**src/rtl/axi_rd_xbar_rr.sv**
```systemverilog
// -----------------------------------------------------------------------------
// axi_rd_xbar_rr
//   AXI4 read-channel crossbar, NM masters to NS slaves.
//   - AR: address decode on araddr[SEL_LSB+:4], one round-robin arbiter per
//     slave (IDLE/ISSUE), winner registered, payload muxed combinationally.
//   - R: combinational return routing on the master tag carried in the upper
//     MIW bits of the slave-side ID.
//   - Unmapped addresses (slave index >= NS) are answered by a single DECERR
//     engine that returns arlen+1 beats of rresp=2'b11, rdata=0.
//   - Each master may have one read outstanding; its busy flag blocks new AR.
//
// Ports (per-port fields packed, port i at [i*W +: W])
//   acr_clk, acr_rst          clock, asynchronous active-low reset
//   s_ar*  / s_arready        master-side AR channel (NM ports)
//   s_r*   / s_rready         master-side R channel (NM ports)
//   m_ar*  / m_arready        slave-side AR channel (NS ports), m_arid = {tag, id}
//   m_r*   / m_rready         slave-side R channel (NS ports)
// -----------------------------------------------------------------------------
module axi_rd_xbar_rr #(
  parameter int NM      = 5,
  parameter int NS      = 3,
  parameter int AW      = 32,
  parameter int DW      = 64,
  parameter int IDW     = 8,
  parameter int MIW     = $clog2(NM),
  parameter int SEL_LSB = 28
) (
  input  logic                     acr_clk,
  input  logic                     acr_rst,
  // master-side AR
  input  logic [NM*IDW-1:0]        s_arid,
  input  logic [NM*AW-1:0]         s_araddr,
  input  logic [NM*4-1:0]          s_arlen,
  input  logic [NM*3-1:0]          s_arsize,
  input  logic [NM*2-1:0]          s_arburst,
  input  logic [NM*3-1:0]          s_arprot,
  input  logic [NM-1:0]            s_arvalid,
  output logic [NM-1:0]            s_arready,
  // master-side R
  output logic [NM*IDW-1:0]        s_rid,
  output logic [NM*DW-1:0]         s_rdata,
  output logic [NM*2-1:0]          s_rresp,
  output logic [NM-1:0]            s_rlast,
  output logic [NM-1:0]            s_rvalid,
  input  logic [NM-1:0]            s_rready,
  // slave-side AR
  output logic [NS*(IDW+MIW)-1:0]  m_arid,
  output logic [NS*AW-1:0]         m_araddr,
  output logic [NS*4-1:0]          m_arlen,
  output logic [NS*3-1:0]          m_arsize,
  output logic [NS*2-1:0]          m_arburst,
  output logic [NS*3-1:0]          m_arprot,
  output logic [NS-1:0]            m_arvalid,
  input  logic [NS-1:0]            m_arready,
  // slave-side R
  input  logic [NS*(IDW+MIW)-1:0]  m_rid,
  input  logic [NS*DW-1:0]         m_rdata,
  input  logic [NS*2-1:0]          m_rresp,
  input  logic [NS-1:0]            m_rlast,
  input  logic [NS-1:0]            m_rvalid,
  output logic [NS-1:0]            m_rready
);

  localparam int         TW  = IDW + MIW;
  localparam logic [3:0] NS4 = 4'(NS);

  typedef enum logic {ARB_IDLE, ARB_ISSUE} arb_state_e;
  typedef enum logic {DEC_IDLE, DEC_RESP}  dec_state_e;

  // ---------------------------------------------------------------------------
  // Request decode
  // ---------------------------------------------------------------------------
  logic [NM-1:0] busy_q, busy_d;
  logic [3:0]    sel    [NM];
  logic [NM-1:0] mapped;
  logic [NM-1:0] elig;

  // NOTE: every combinational output gets a value on every path (here the loop
  // covers all elements); a path that leaves a variable unassigned infers a latch.
  always_comb begin
    for (int i = 0; i < NM; i++) begin
      sel[i]    = s_araddr[i*AW + SEL_LSB +: 4];
      mapped[i] = (sel[i] < NS4);
      elig[i]   = s_arvalid[i] & ~busy_q[i];
    end
  end

  // One-hot AR acceptance per slave arbiter, OR-ed into s_arready below.
  logic [NS-1:0][NM-1:0] ar_grant;

  // ---------------------------------------------------------------------------
  // Per-slave round-robin arbiters
  // ---------------------------------------------------------------------------
  for (genvar gs = 0; gs < NS; gs++) begin : g_arb
    arb_state_e     arb_q, arb_d;
    logic [MIW-1:0] ptr_q, ptr_d;
    logic [MIW-1:0] win_q, win_d;
    logic [MIW-1:0] pick;
    logic           found;
    logic [NM-1:0]  req;

    always_comb begin
      int idx;
      idx   = 0;
      req   = '0;
      found = 1'b0;
      pick  = '0;
      arb_d = arb_q;
      win_d = win_q;
      ptr_d = ptr_q;

      for (int i = 0; i < NM; i++) begin
        req[i] = elig[i] & mapped[i] & (sel[i] == 4'(gs));
      end

      // First requester at or after ptr, wrapping; ptr+k < 2*NM so one
      // conditional subtract replaces the modulo.
      for (int k = 0; k < NM; k++) begin
        idx = int'(ptr_q) + k;
        if (idx >= NM) idx = idx - NM;
        if (!found && req[idx]) begin
          found = 1'b1;
          pick  = MIW'(idx);
        end
      end

      case (arb_q)
        ARB_IDLE: begin
          if (found) begin
            win_d = pick;
            arb_d = ARB_ISSUE;
          end
        end
        ARB_ISSUE: begin
          if (m_arready[gs]) begin
            ptr_d = (win_q == MIW'(NM - 1)) ? '0 : win_q + MIW'(1);
            arb_d = ARB_IDLE;
          end
        end
        default: arb_d = ARB_IDLE;
      endcase
    end

    // NOTE: state registers use non-blocking assignments so every flop samples
    // the pre-edge value of the others, independent of process ordering.
    always_ff @(posedge acr_clk or negedge acr_rst) begin
      if (!acr_rst) begin
        arb_q <= ARB_IDLE;
        ptr_q <= '0;
        win_q <= '0;
      end else begin
        arb_q <= arb_d;
        ptr_q <= ptr_d;
        win_q <= win_d;
      end
    end

    // Registered select, combinational payload: the winner holds its AR
    // stable until the handshake, so the muxed payload is stable too.
    assign m_arvalid[gs]              = (arb_q == ARB_ISSUE);
    assign m_arid[gs*TW +: TW]        = {win_q, s_arid[int'(win_q)*IDW +: IDW]};
    assign m_araddr[gs*AW +: AW]      = s_araddr[int'(win_q)*AW +: AW];
    assign m_arlen[gs*4 +: 4]         = s_arlen[int'(win_q)*4 +: 4];
    assign m_arsize[gs*3 +: 3]        = s_arsize[int'(win_q)*3 +: 3];
    assign m_arburst[gs*2 +: 2]       = s_arburst[int'(win_q)*2 +: 2];
    assign m_arprot[gs*3 +: 3]        = s_arprot[int'(win_q)*3 +: 3];
    assign ar_grant[gs] = (arb_q == ARB_ISSUE && m_arready[gs]) ?
                          (NM'(1) << win_q) : '0;
  end

  // ---------------------------------------------------------------------------
  // DECERR responder for unmapped addresses
  // ---------------------------------------------------------------------------
  dec_state_e     dec_q, dec_d;
  logic [IDW-1:0] dec_id_q, dec_id_d;
  logic [MIW-1:0] dec_mst_q, dec_mst_d;
  logic [3:0]     dec_cnt_q, dec_cnt_d;
  logic [MIW-1:0] dec_pick;
  logic           dec_found;
  logic [NM-1:0]  dec_grant;

  always_comb begin
    dec_found = 1'b0;
    dec_pick  = '0;
    dec_d     = dec_q;
    dec_id_d  = dec_id_q;
    dec_mst_d = dec_mst_q;
    dec_cnt_d = dec_cnt_q;
    dec_grant = '0;

    // Lowest-index eligible unmapped request.
    for (int i = 0; i < NM; i++) begin
      if (!dec_found && elig[i] && !mapped[i]) begin
        dec_found = 1'b1;
        dec_pick  = MIW'(i);
      end
    end

    case (dec_q)
      DEC_IDLE: begin
        if (dec_found) begin
          dec_grant = NM'(1) << dec_pick;
          dec_id_d  = s_arid[int'(dec_pick)*IDW +: IDW];
          dec_mst_d = dec_pick;
          dec_cnt_d = s_arlen[int'(dec_pick)*4 +: 4];
          dec_d     = DEC_RESP;
        end
      end
      DEC_RESP: begin
        if (s_rready[dec_mst_q]) begin
          if (dec_cnt_q == 4'd0) dec_d = DEC_IDLE;
          else                   dec_cnt_d = dec_cnt_q - 4'd1;
        end
      end
      default: dec_d = DEC_IDLE;
    endcase
  end

  always_ff @(posedge acr_clk or negedge acr_rst) begin
    if (!acr_rst) begin
      dec_q     <= DEC_IDLE;
      dec_id_q  <= '0;
      dec_mst_q <= '0;
      dec_cnt_q <= '0;
    end else begin
      dec_q     <= dec_d;
      dec_id_q  <= dec_id_d;
      dec_mst_q <= dec_mst_d;
      dec_cnt_q <= dec_cnt_d;
    end
  end

  // ---------------------------------------------------------------------------
  // AR acceptance towards masters
  // ---------------------------------------------------------------------------
  logic [NM-1:0] ar_acc;

  // Gated with reset so no ready/valid leaks out combinationally while the
  // fabric is held in reset.
  always_comb begin
    ar_acc = dec_grant;
    for (int s = 0; s < NS; s++) begin
      ar_acc = ar_acc | ar_grant[s];
    end
    s_arready = acr_rst ? ar_acc : '0;
  end

  // ---------------------------------------------------------------------------
  // R return routing
  // ---------------------------------------------------------------------------
  always_comb begin
    logic [MIW-1:0] tag;
    tag      = '0;
    s_rvalid = '0;
    s_rid    = '0;
    s_rdata  = '0;
    s_rresp  = '0;
    s_rlast  = '0;
    m_rready = '0;

    // One outstanding read per master means at most one source per master.
    for (int s = 0; s < NS; s++) begin
      tag = m_rid[s*TW + IDW +: MIW];
      if (int'(tag) >= NM) begin
        m_rready[s] = 1'b1;   // tag matches no master: sink and drop the beat
      end else begin
        m_rready[s] = s_rready[tag];
        if (m_rvalid[s]) begin
          s_rvalid[tag]                = 1'b1;
          s_rid[int'(tag)*IDW +: IDW]  = m_rid[s*TW +: IDW];
          s_rdata[int'(tag)*DW +: DW]  = m_rdata[s*DW +: DW];
          s_rresp[int'(tag)*2 +: 2]    = m_rresp[s*2 +: 2];
          s_rlast[tag]                 = m_rlast[s];
        end
      end
    end

    if (dec_q == DEC_RESP) begin
      s_rvalid[dec_mst_q]               = 1'b1;
      s_rid[int'(dec_mst_q)*IDW +: IDW] = dec_id_q;
      s_rdata[int'(dec_mst_q)*DW +: DW] = '0;
      s_rresp[int'(dec_mst_q)*2 +: 2]   = 2'b11;
      s_rlast[dec_mst_q]                = (dec_cnt_q == 4'd0);
    end

    if (!acr_rst) begin
      s_rvalid = '0;
      m_rready = '0;
    end
  end

  // ---------------------------------------------------------------------------
  // Per-master outstanding flag
  // ---------------------------------------------------------------------------
  always_comb begin
    busy_d = busy_q;
    for (int i = 0; i < NM; i++) begin
      if (s_arvalid[i] && s_arready[i])                   busy_d[i] = 1'b1;
      else if (s_rvalid[i] && s_rready[i] && s_rlast[i])  busy_d[i] = 1'b0;
    end
  end

  always_ff @(posedge acr_clk or negedge acr_rst) begin
    if (!acr_rst) busy_q <= '0;
    else          busy_q <= busy_d;
  end

endmodule

```
**config.mk**
```make
export PLATFORM = sky130hd
export DESIGN_NAME = axi_rd_xbar_rr
export DESIGN_NICKNAME = d
export VERILOG_FILES = /design/src/rtl/axi_rd_xbar_rr.sv
export SDC_FILE = /design/constraint.sdc
export NUM_CORES = 1
export LEC_CHECK = 0
export CORE_AREA = 5 5 414 416
export DETAILED_ROUTE_END_ITERATION = 10
export DIE_AREA = 0 0 419 421
export GPL_ROUTABILITY_DRIVEN = 0
export PLACE_DENSITY = 0.44
export SLEW_MARGIN = 0
export SYNTH_ARGS = -nofsm -noshare
export SYNTH_HDL_FRONTEND = slang
export SYNTH_SLANG_ARGS = --single-unit
export TNS_END_PERCENT = 100
```
**constraint.sdc**
```tcl
create_clock -name acr_clk -period 4.1 [get_ports acr_clk]
set_input_delay 0.82 -clock acr_clk [delete_from_list [all_inputs] [get_ports acr_clk]]
set_output_delay 0.82 -clock acr_clk [all_outputs]
set_load 0.02 [all_outputs]
```
* Word-level counts from Yosys, hierarchy flattened
Index checks and enable logic that the tools add are counted.
Storage, ports and cells: bits in registers 42, input bits 512, output and inout port bits 556, word-level logic and storage cells 504
Cells by class: add/subtract/negate cells 43, $mul 3, $lt $le $gt $ge 46, equal/unequal tests 16, shift-type cells 48, multiplexer cells 203, bitwise operators 44, reductions and logical operators 83
Operators with widths (count):
- $mux 320 | 7
- $shift 64x33->320 const A | 4
- $bwmux 320 | 3
- $shiftx 64x33->320 | 3
- $lt 32x5->1 const B | 15
- $mux 32 | 15
- $shiftx 160x9->32 | 3
- $and 320x320->320 | 1
- $shiftx 64x33->320 const A | 1
- $mux 40 | 7
- $shift 8x33->40 const A | 4
- $shiftx 40x7->8 | 4
- $shiftx 8x33->40 | 4
- $neg 4->33 | 4
- $neg 6->33 | 4
- $neg 9->33 | 4
- $shift 2x33->10 const A | 4
- $bwmux 40 | 3
- $mux 5 | 21
- $shiftx 2x33->10 | 3
- $shiftx 15x32->3 | 3
- $mux 1 | 81
- $shiftx 20x6->4 | 4
- $mux 10 | 7
- other kinds (42) | 277

* Depth between registers and ports, before layout
word-level depth 29, mapped depth 16, depth with buffers taken out 13

* Worst setup path after synthesis
No wires, ideal clock.
path type input to output, start in m_rid[30], end out s_rdata[311], data arrival time 3.736 ns, required time 3.280 ns, path slack -0.456 ns, cell stages on the path 12, buffers on the path 5, cells stage by stage buf_2 > inv_1 > ha_1 > ha_1 > clkbuf_1 > nor4b_1 > and3_1 > clkbuf_1 > clkbuf_1 > clkbuf_1 > a221oi_1 > nor3_1
On the way: word-level cells in the longest chain between the ends 7, elaborated cells on any way between the ends 9, those cells by class add/sub: 1; order compare: 1; shift: 2; mux: 5
Ends and longest elaborated chain:
- start: declaration | RTL line 56 | input logic [NS*(IDW+MIW)-1:0] m_rid,
- $neg 9->33 | RTL line 271 | s_rdata[int'(tag)*DW +: DW] = m_rdata[s*DW +: DW];
- $shiftx 64x33->320 / $shift 64x33->320 (equally long branches) | RTL line 271
- $bwmux 320 | RTL line 271
- $mux 320 | RTL line 268 | if (m_rvalid[s]) begin
- $mux 320 (*) | RTL line 264 | if (int'(tag) >= NM) begin
- $bwmux 320 | RTL line 281 | s_rdata[int'(dec_mst_q)*DW +: DW] = '0;
- $mux 320 (*) | RTL line 278 | if (dec_q == DEC_RESP) begin
- end: declaration | RTL line 41 | output logic [NM*DW-1:0] s_rdata,
Every way passes the cells marked *; elsewhere a longest branch is shown, timed or not.

* Worst setup path in the final report
start in m_rid[8], end out s_rid[30]
On the way: word-level cells in the longest chain between the ends 13, elaborated cells on any way between the ends 15, those cells by class add/sub: 1; order compare: 1; shift: 2; mux: 10; bitwise: 1
Ends and longest elaborated chain:
- $neg 6->33 | RTL line 270 | s_rid[int'(tag)*IDW +: IDW] = m_rid[s*TW +: IDW];
- $shiftx 8x33->40 / $shift 8x33->40 (equally long branches) | RTL line 270
- $and 40x40->40 (no source line)
- $mux 40 | RTL line 268
- $mux 40 (*) | RTL line 264
- $bwmux 40 | RTL line 270
- $mux 40 | RTL line 268
- $mux 40 (*) | RTL line 264
- $bwmux 40 | RTL line 270
- $mux 40 | RTL line 268
- $mux 40 (*) | RTL line 264
- $bwmux 40 | RTL line 280 | s_rid[int'(dec_mst_q)*IDW +: IDW] = dec_id_q;
- $mux 40 (*) | RTL line 278
- end: declaration | RTL line 40 | output logic [NM*IDW-1:0] s_rid,
Marks and branches as above.

==> reports/qor.txt <==
========================================================================================================
Status .................................................................................... complete, but fails checks
Violated checks ........................................................................... negative setup slack
Clock root cell ...........................................................................    clkbuf_16
Post-route setup TNS ......................................................................    -4.360 ns
Worst Path Class, Setup ...................................................................       in2out
Sequential share of the synthesized area ..................................................       5.045%
Most area-hungry cell type in the Yosys netlist ...........................................       nor2_1
Area after DPL ............................................................................  0.03839 mm2
Global-route wire length before repair ....................................................    277000 um
CTS Buffer Depth ..........................................................................            2
Via-per-instance ratio ....................................................................        5.117
Area of the core ..........................................................................   0.1668 mm2
Area of the die ...........................................................................   0.1764 mm2
Final setup margin ........................................................................   -0.2806 ns
Post-Route Skew ...........................................................................   0.01282 ns
I/O pin total .............................................................................         1068
Warning count from the yosys run ..........................................................            0
Met2 wire len .............................................................................    102200 um
Hold bufs inserted after CTS ..............................................................            0
ANT nets after route ......................................................................            0
Clock tree from TritonCTS .................................................................         done
Count of standard-cell rows ...............................................................          150
Worst min-delay path class ................................................................      reg2reg
Post-CTS clock slew at the launch and capture registers of the worst setup and hold paths .      0.08 ns
Total of fill cells in the finished design ................................................        18430
Maximum number of pins on one net before global-route repair ..............................           75
Critical Path Source Type .................................................................   input port
Fraction of synthesis flops using an asynchronous set or reset pin ........................       100.0%
Worst EP arrival ..........................................................................      3.56 ns
Overall routing resource usage ............................................................       21.60%
Number of I/O port buffers ................................................................         1067
Hold depth ................................................................................            1
Synth Register Bits .......................................................................           42
Period minus WS final .....................................................................     4.381 ns
Count of placed standard cells in the final layout, fillers left out ......................         6821
Overall routed net length .................................................................    207000 um
EDFF count, synth .........................................................................            0
Total grt overflow ........................................................................            0
Max transition margin .....................................................................       45.44%
Max IR drop VDD ...........................................................................    0.4056 mV
Max-capacitance violation count ...........................................................            0
Clock latency reported for the late side of the worst-skew pair ...........................      0.33 ns
Origin of the critical flop-to-flop path .................................................. g_arb[1].ptr_q[1]
Yosys top cell area share .................................................................       12.40%
Hold slack ................................................................................    0.5178 ns
Floorplan die width .......................................................................       419 um
P per Cell Area ........................................................................... 446.7 mW/mm2
Post-detail-place hpwl ....................................................................    153700 um
Total number of vias ......................................................................        34900
Most used DFF post-synth ..................................................................      dfrtp_1
Vias in the first global route ............................................................        33900
Leading post-synthesis cells by instance count ............................................ nor2_1 (688), clkbuf_1 (285), a21oi_1 (258)
Post-synthesis to final-layout area growth ................................................       99.17%
Starting Density ..........................................................................       12.49%
Antenna violations before repair ..........................................................           19
Sink count of the clock tree ..............................................................           42
Post-route DRC ............................................................................            0
Flop-to-flop setup slack ..................................................................      0.39 ns
Max-slew violations .......................................................................            0
Routed wl met3 ............................................................................     16860 um
Deepest level of the CTS H-tree ...........................................................            2
Area of the mapped netlist ................................................................  0.02083 mm2
Met1 wire length ..........................................................................     76830 um
Slew at the pin closest to its max-slew limit .............................................    0.8070 ns
Cells on worst reg2reg path ...............................................................           13
Hold path start ...........................................................................    busy_q[1]
Largest fanout of any net on the critical path ............................................            6
Final net count ...........................................................................         5184
Average footprint of a synthesized cell ...................................................    6.539 um2
Leading cell types by total area after synthesis .......................................... nor2_1 (12%), mux2i_1 (9.7%), a22oi_1 (8.0%), mux4_2 (7.8%), a21oi_1 (6.2%)
Setup Viol. Count Final ...................................................................           81
Fmax ......................................................................................    228.3 MHz
Portion of the clock cycle consumed by the worst path in the final layout .................       106.8%
Leakage ...................................................................................     17.15 nW
Post-route standard cell area excluding fillers ...........................................  0.04149 mm2
Most numerous cell in the Yosys netlist ...................................................       nor2_1
Req. time, crit path ......................................................................      3.28 ns
Number of DRC markers in iteration 0 ......................................................         3348
Endpoint of the worst register-to-register path ........................................... g_arb[1].win_q[2]
Post-placement cell count .................................................................         6649
Endpoint kind of the worst setup timing path ..............................................  output port
Unique masters post-synth .................................................................           97
Detailed-route wire length per cell .......................................................     30.35 um
RSZ-0062 raised after global routing ......................................................          yes
Synthesized net count .....................................................................         3765
Proportion of layout cells with a drive suffix above 1 ....................................       31.48%
Highest metal layer with signal wires .....................................................         met5
Min-Delay Endpoint ........................................................................    busy_q[1]
Number of iterations in the first detailed-routing pass ...................................            6
Cell count after synthesis ................................................................         3186
Die Span Y ................................................................................       421 um
CTS Buf Count .............................................................................            5
Final Hold Vio Count ......................................................................            0
========================================================================================================
[flip-flops by register name, summed over array words and instances (netlist names)]
| register | count |
|---|---|
| g_arb.win_q | 9 |
| dec_mst_q | 3 |
| g_arb.arb_q | 3 |
| dec_cnt_q | 4 |
| dec_id_q | 8 |
| g_arb.ptr_q | 9 |
| busy_q | 5 |
| dec_q | 1 |
[how the worst max path moves through the flow]
stage / cells past startpoint / end / startpoint
final: 15 / s_rid[30] / m_rid[8]
after global routing: 15 / s_rid[30] / m_rid[8]
after CTS: 20 / s_rdata[116] / m_rid[8]
after detailed placement: 16 / s_rid[34] / m_rid[20]
after global placement: 16 / s_rid[34] / m_rid[20]
after floorplan: 12 / s_rdata[311] / m_rid[30]
[timing repair]
action	4_1_cts	5_1_grt
buffers inserted	75	67
gates cloned	19	9
setup endpoints to repair	376	318
pin swaps	42	104
gates resized for setup	706	623
[cells in the final DEF (no fill, tap or decap), types with 17 or more instances in the layout]
cell type	netlist	layout
clkdlybuf4s50_1	0	680
a221oi_2	0	53
dlygate4sd2_1	0	30
a221oi_1	147	86
buf_8	0	20
nor2_1	688	662
o21ai_1	4	24
a21oi_1	258	250
nand2_1	114	111
nand3_1	54	51
mux4_2	72	72
nor3_2	2	65
buf_2	9	27
inv_1	55	49
nor3_1	163	88
clkbuf_2	2	84
mux2i_1	201	201
buf_6	1	73
nor2_2	0	19
a22oi_2	0	36
and2_1	24	18
a22oi_1	222	186
a22o_1	77	77
dfrtp_1	42	34
nand2b_1	21	21
buf_4	3	674
buf_12	0	125
a211oi_1	27	25
a31oi_1	118	112
ha_1	67	58
o21ai_0	100	67
buf_16	0	17
o22ai_1	92	92
o31ai_1	29	21
[cells by family after synthesis]
kind of cell / Yosys count / share of synthesized area [%]
AO/OA/AOI/OAI: 1187 / 39.41
XOR/XNOR: 15 / 0.6306
adder cells (fa/ha/maj): 67 / 4.024
buffers and inverters: 406 / 7.471
flip-flops: 42 / 5.045
multiplexers: 284 / 18.04
AND/OR/NAND/NOR: 1185 / 25.39
[power by group]
group	internal, mW	switching [mW]
combinational	7.14	9.69
clock	0.230	0.237
sequential	0.629	0.615
[metrics by stage]
step	utilization (%)	setup slack, ns	total power, mW
5_1_grt	24.86	-0.3759	19.58
4_1_cts	24.17	-0.1676	18.55
3_5_place_dp	23.01	-0.9322	17.86
2_1_floorplan	-	-0.1325	9.775
3_3_place_gp	23.01	-0.9369	17.84
6_report	24.87	-0.2806	18.54
[per-layer routing]
| layer | up-vias | track usage, % |
|---|---|---|
| met1 | 17190 | 24.76 |
| met3 | 474 | 4.369 |
| met4 | 4 | 10.11 |
| met5 | - | 0 |
| met2 | 2115 | 38.31 |
| li1 | 15120 | - |
[final cells by class]
type | count | area (um2) | area share [%]
Multi-Input combinational cell | 2738 | 19870 | 47.88
Timing Repair Buffer | 1762 | 17400 | 41.93
Tap cell | 2204 | 2758 | 6.646
Sequential cell | 42 | 1076 | 2.593
Inverter | 56 | 220.2 | 0.5307
Clock buffer | 5 | 125.1 | 0.3015
Antenna cell | 11 | 27.53 | 0.06634
Clock inverter | 3 | 23.77 | 0.05729
[worst max-delay path: stages]
cell	delay, ns
buf_6	0.10
buf_6	0.11
ha_4	0.16
o31ai_4	0.21
nand4b_1	0.22
buf_4	0.21
buf_6	0.11
nor4_4	0.27
buf_12	0.19
buf_6	0.14
buf_6	0.10
buf_6	0.10
a221oi_4	0.07
o31ai_4	0.54
buf_12	0.19
Note: power is estimated with default switching activity, not from simulation.
